[src/rtl/sdram_arbiter.sv]
// Two-master arbiter in front of a single-port SDRAM controller.
// One access is in flight at a time: IDLE grants, ISSUE holds mem_start until
// the controller reports completion, DRAIN waits for the controller to go quiet
// and captures read data, ACK pulses the granted master's ack for one cycle.
module sdram_arbiter #(
  parameter int unsigned FIXED_PRIORITY = 0  // 0: round-robin, 1: master 0 wins ties
) (
  input  logic        clk,
  input  logic        reset,

  input  logic        m0_req,
  input  logic [23:0] m0_addr,
  input  logic [31:0] m0_d,
  input  logic        m0_we,
  output logic        m0_ack,
  output logic [31:0] m0_q,

  input  logic        m1_req,
  input  logic [23:0] m1_addr,
  input  logic [31:0] m1_d,
  input  logic        m1_we,
  output logic        m1_ack,
  output logic [31:0] m1_q,

  output logic        mem_start,
  output logic [23:0] mem_addr,
  output logic [31:0] mem_d,
  output logic        mem_we,
  input  logic        mem_busy,
  input  logic        mem_q_ready,
  input  logic [31:0] mem_q,
  input  logic        mem_init_done
);

  typedef enum logic [1:0] {
    S_IDLE  = 2'd0,
    S_ISSUE = 2'd1,
    S_DRAIN = 2'd2,
    S_ACK   = 2'd3
  } state_e;

  state_e      state_q, state_d;
  // Last (and, outside IDLE, current) grant: 0 = master 0, 1 = master 1.
  logic        last_gnt_q, last_gnt_d;
  logic        mem_start_q, mem_start_d;
  logic [23:0] mem_addr_q, mem_addr_d;
  logic [31:0] mem_d_q, mem_d_d;
  logic        mem_we_q, mem_we_d;
  logic        m0_ack_q, m0_ack_d;
  logic        m1_ack_q, m1_ack_d;
  logic [31:0] m0_rdata_q, m0_rdata_d;
  logic [31:0] m1_rdata_q, m1_rdata_d;

  // Decoded one-cycle events from the FSM.
  logic        grant;
  logic        capture;

  // Next-state logic and grant decision.
  always_comb begin
    // NOTE: every combinationally assigned signal gets a default first so no
    // path through the case leaves it unassigned (which would infer a latch).
    state_d    = state_q;
    last_gnt_d = last_gnt_q;
    grant      = 1'b0;
    capture    = 1'b0;

    unique case (state_q)
      S_IDLE: begin
        if (mem_init_done && (m0_req || m1_req)) begin
          grant   = 1'b1;
          state_d = S_ISSUE;
          if (m0_req && m1_req) begin
            // Tie: fixed mode always favours master 0, round-robin flips.
            last_gnt_d = (FIXED_PRIORITY != 0) ? 1'b0 : ~last_gnt_q;
          end else begin
            last_gnt_d = m1_req;
          end
        end
      end

      S_ISSUE: begin
        // A refresh shows as busy without q_ready; only q_ready ends ISSUE.
        if (mem_q_ready) begin
          state_d = S_DRAIN;
        end
      end

      S_DRAIN: begin
        if (!mem_busy && !mem_q_ready) begin
          state_d = S_ACK;
          capture = 1'b1;
        end
      end

      S_ACK: begin
        state_d = S_IDLE;
      end

      default: begin
        state_d = S_IDLE;
      end
    endcase
  end

  // Request latch, read-data capture and registered handshake outputs.
  always_comb begin
    mem_addr_d = mem_addr_q;
    mem_d_d    = mem_d_q;
    mem_we_d   = mem_we_q;
    m0_rdata_d = m0_rdata_q;
    m1_rdata_d = m1_rdata_q;

    if (grant) begin
      if (last_gnt_d) begin
        mem_addr_d = m1_addr;
        mem_d_d    = m1_d;
        mem_we_d   = m1_we;
      end else begin
        mem_addr_d = m0_addr;
        mem_d_d    = m0_d;
        mem_we_d   = m0_we;
      end
    end

    // Writes leave the owning master's read register untouched.
    if (capture && !mem_we_q) begin
      if (last_gnt_q) begin
        m1_rdata_d = mem_q;
      end else begin
        m0_rdata_d = mem_q;
      end
    end

    // Decoded from the next state so the outputs are flops aligned to it.
    mem_start_d = (state_d == S_ISSUE);
    m0_ack_d    = (state_d == S_ACK) && !last_gnt_d;
    m1_ack_d    = (state_d == S_ACK) &&  last_gnt_d;
  end

  // State and output registers with synchronous reset.
  always_ff @(posedge clk) begin
    // NOTE: sequential state uses non-blocking assignments so every flop
    // samples the pre-edge values regardless of statement order.
    if (reset) begin
      state_q     <= S_IDLE;
      last_gnt_q  <= 1'b1;  // master 0 wins the first round-robin tie
      mem_start_q <= 1'b0;
      mem_addr_q  <= '0;
      mem_d_q     <= '0;
      mem_we_q    <= 1'b0;
      m0_ack_q    <= 1'b0;
      m1_ack_q    <= 1'b0;
      m0_rdata_q  <= '0;
      m1_rdata_q  <= '0;
    end else begin
      state_q     <= state_d;
      last_gnt_q  <= last_gnt_d;
      mem_start_q <= mem_start_d;
      mem_addr_q  <= mem_addr_d;
      mem_d_q     <= mem_d_d;
      mem_we_q    <= mem_we_d;
      m0_ack_q    <= m0_ack_d;
      m1_ack_q    <= m1_ack_d;
      m0_rdata_q  <= m0_rdata_d;
      m1_rdata_q  <= m1_rdata_d;
    end
  end

  assign mem_start = mem_start_q;
  assign mem_addr  = mem_addr_q;
  assign mem_d     = mem_d_q;
  assign mem_we    = mem_we_q;
  assign m0_ack    = m0_ack_q;
  assign m1_ack    = m1_ack_q;
  assign m0_q      = m0_rdata_q;
  assign m1_q      = m1_rdata_q;

endmodule

[config.mk]
export PLATFORM = sky130hd
export DESIGN_NAME = sdram_arbiter
export DESIGN_NICKNAME = d
export VERILOG_FILES = /design/src/rtl/sdram_arbiter.sv
export SDC_FILE = /design/constraint.sdc
export NUM_CORES = 1
export LEC_CHECK = 0
export ABC_AREA = 1
export ABC_CLOCK_PERIOD_IN_PS = 1800
export CORE_MARGIN = 10
export CORE_UTILIZATION = 40
export CTS_CLUSTER_DIAMETER = 60
export DETAILED_ROUTE_END_ITERATION = 8
export PLACE_DENSITY = 0.79
export RECOVER_POWER = 25
export SYNTH_ARGS = -nofsm -noshare
export SYNTH_HDL_FRONTEND = slang
export SYNTH_SLANG_ARGS = --single-unit
[constraint.sdc]
create_clock -name clk -period 1.8 [get_ports clk]
set_input_delay 0.27 -clock clk [delete_from_list [all_inputs] [get_ports clk]]
set_output_delay 0.27 -clock clk [all_outputs]
set_load 0.01 [all_outputs]
==> results.sh <==
export IMPL_grt_ovfl_total=0
export IMPL_relSlewSlack=0.5608
export IMPL_start_util=0.4131
export IMPL_power_leakage_uw=0.004108
export IMPL_maxSlewViolCount=0
export IMPL_die_h_um=137.4
export IMPL_hold_depth=2
export IMPL_numCtsBuffers=17
export IMPL_gp_congestion=0.8363
export IMPL_timing_rr_start="state_q[0]"
export IMPL_cp_max_fo=2
export IMPL_core_area_sq_mm=0.01335
export IMPL_rsz0062_at_grt="false"
export IMPL_route_antenna_remaining_nets=0
export IMPL_power_frac_comb=0.194
export IMPL_period_share=0.8951
export IMPL_worst_slack_ns=0.1888
export IMPL_synthTopCellsByArea="dfxtp_1 46%, nand3_1 10%, nor2_1 8.8%, inv_1 7.9%, nand2_1 7.9%"
export IMPL_worstPathCellList="clkdlybuf4s50_1"
export IMPL_required_ns=1.53
export IMPL_clock_skew_ns=0.008442
export IMPL_power_frac_seq=0.369
export IMPL_ctsHoldBuffers=0
export IMPL_grt_pass1_wl_um=30270
export IMPL_crit_family="buffers and inverters"
export IMPL_clk_latency_ns=0.41
export IMPL_placed_area_sq_mm=0.008491
export IMPL_place_port_buffers=276
export IMPL_cp_depth=1
export IMPL_vias=5956
export IMPL_viasPerCell=4.769
export IMPL_synth_seq_area_share=0.4611
export IMPL_status="finished clean"
export IMPL_r2r_end="m0_q[8]"
export IMPL_synth_top_cells_by_count="130 x nor2_1, 127 x dfxtp_1, 116 x inv_1, 116 x nand2_1, 115 x nand3_1"
export IMPL_synth_top_family_by_area="simple AND/OR/NAND/NOR gates"
export IMPL_reg2regPathDepth=6
export IMPL_pin_count=277
export IMPL_syn_nets=954
export IMPL_synthCells=801
export IMPL_internal_power_uw=6266
export IMPL_grt_usage=0.2042
export IMPL_fmax_ghz=0.6207
export IMPL_ys_ff_latch=127
export IMPL_synth_area_per_cell_sq_um=6.884
export IMPL_worstPathArrival_ns=1.34
export IMPL_synth_compound_area_share=0.1141
export IMPL_grt_pass1_vias=5560
export IMPL_cp_slowest_cell="clkdlybuf4s50_1"
export IMPL_hold_viol=0
export IMPL_period_needed_ns=1.611
export IMPL_dp_worst_setup_slack_ns=-0.02077
export IMPL_critical_path_startpoint="mem_d[0]"
export IMPL_synth_xor_area_share=0
export IMPL_synth_edf_count=0
export IMPL_crit_buf_inv=1
export IMPL_critPathCapture="mem_d[0]"
export IMPL_cts_tree="done"
export IMPL_syn_area_sq_mm=0.005514
export IMPL_first_pass_iters=5
export IMPL_nNetsFinal=1216
export IMPL_drc=0
export IMPL_detail_route_wl_per_cell_um=16.36
export IMPL_area_growth_pct=64.83
export IMPL_die_x_um=137.4
export IMPL_cts_sinks=127
export IMPL_final_layout_size_suffix_gt1_frac=0.05871
export IMPL_drt_initial_drc_count=455
export IMPL_synthMuxAreaShare=0
export IMPL_synth_most_common_cell="nor2_1"
export IMPL_hpwlAfterDp_um=14930
export IMPL_cpPeakStageDelay_ns=0.57
export IMPL_rows=42
export IMPL_yosysWarnings=0
export IMPL_clkPwrFrac=0.437
export IMPL_cts_root_buf="clkbuf_16"
export IMPL_worst_setup_path_end_kind="primary output"
export IMPL_grt_max_degree=66
export IMPL_finalSetupViolCount=0
export IMPL_die_area_sq_mm=0.01888
export IMPL_postLayoutCellArea_sq_mm=0.009089
export IMPL_htree_levels=4
export IMPL_diodes=0
export IMPL_synthSimpleGateAreaFrac=0.2893
export IMPL_synth_cell_types=22
export IMPL_cp_start_kind="flip-flop"
export IMPL_clk_pin_slew_ns=0.05
export IMPL_p_per_area_mw_per_mm2=918.9
export IMPL_worstSetupPathType="reg2out"
export IMPL_worst_pin_slew_ns=0.6588
export IMPL_peakVddDrop_v=0.0005497
export IMPL_hold_path_class="in2reg"
export IMPL_ys_flop_type="dfxtp_1"
export IMPL_synth_fa_ha_area_frac=0
export IMPL_p_sw_uw=2086
export IMPL_cap_violations=0
export IMPL_antenna_found_initial=0
export IMPL_r2r_slack_ns=0.22
export IMPL_yosys_area_top_type="dfxtp_1"
export IMPL_cts_buffer_depth=2
export IMPL_swShare=0.2498
export IMPL_finalWirelength_um=20430
export IMPL_synth_top_cell_area_share=0.4611
export IMPL_async_reset_ff_frac=0
export IMPL_final_setup_tns_ns=0
power groups by stage:
stage / combinational (uW) / clock (uW) / sequential [uW]
after global routing: 1760 / 3830 / 3100
after floorplan: 658 / 0 / 3220
final: 1620 / 3650 / 3080
after detailed placement: 1630 / 0 / 3140
after global placement: 1620 / 0 / 3130
after CTS: 1640 / 3700 / 3080
worst min-delay path by stage:
stage	to	slack (ns)	from
3_5_place_dp	m1_q[2]	0.48	m1_q[2]
3_3_place_gp	m1_q[9]	0.48	m1_q[9]
4_1_cts	mem_start	0.27	reset
2_1_floorplan	m1_q[8]	0.40	mem_q[8]
5_1_grt	mem_start	0.31	reset
6_report	mem_start	0.29	reset
cell families (layout without fill, tap and decap cells):
group,count (synthesis),count (layout)
compound gates,125,125
buf+inv,178,450
flops,127,127
simple gates,371,371
metal layers:
| metal | track usage | vias to the layer above | part of all wire |
|---|---|---|---|
| li1 | - | 3032 | - |
| met1 | 0.2372 | 2658 | 0.39 |
| met2 | 0.3329 | 239 | 0.48 |
| met3 | 0.08157 | 27 | 0.10 |
| met4 | 0.07260 | 0 | 0.021 |
| met5 | 0 | - | 0 |
placed cells by master (no fill, tap or decap), drive strengths merged:
cell,netlist,routed
buf,36,21
clkinv,0,4
inv,122,122
clkbuf,20,21
bufinv,0,5
o21ai,64,64
a31oi,1,1
dlygate4sd2,0,1
nor2,131,131
dfxtp,127,127
nand4,1,1
nand2,118,118
nand3,116,116
o21a,1,1
a21oi,59,59
clkinvlp,0,2
nand3b,1,1
nor3,4,4
clkdlybuf4s50,0,274
layout make-up:
| cell class | count | area (sq um) |
|---|---|---|
| clock inverters | 11 | 192.7 |
| flip-flops and latches | 127 | 2542 |
| inverters | 122 | 457.9 |
| well taps | 176 | 220.2 |
| clock buffers | 18 | 429.2 |
| multi-input cells | 496 | 2217 |
| repair buffers | 299 | 3029 |
| fillers | 1132 | 4259 |
metrics by stage:
step / total power, uW / std cells / hold WS [ns] / utilization
floorplan: 3876 / 801 / 0.4049 / -
global placement: 4749 / 1220 / 0.4765 / 0.6361
detailed placement: 4773 / 1220 / 0.4832 / 0.6361
CTS: 8428 / 1249 / 0.2726 / 0.6826
global route: 8689 / 1249 / 0.3132 / 0.6809
finish: 8352 / 1249 / 0.2889 / 0.6809
sequential cells by signal (all words and copies together), names as in the netlist:
register,cells
last_gnt_q,1
mem_we,1
mem_d,32
mem_addr,24
m0_q,32
state_q,2
mem_start,1
m1_q,32
m0_ack,1
m1_ack,1
worst register-to-register path: cells and delay by family, from the launching register on:
family / cells / cell delay, ns
and+or+nand+nor: 3 / 0.55
buffers and inverters: 2 / 0.45
DFF: 1 / 0.35
AOI/OAI and AO/OA: 1 / 0.17
timing repair:
| action | CTS | global route |
|---|---|---|
| resized for setup | 1 | 0 |
| endpoints found under the setup margin | 1 | 0 |
| setup buffers | 0 | 0 |
Note: power is estimated with default switching activity, not from simulation.
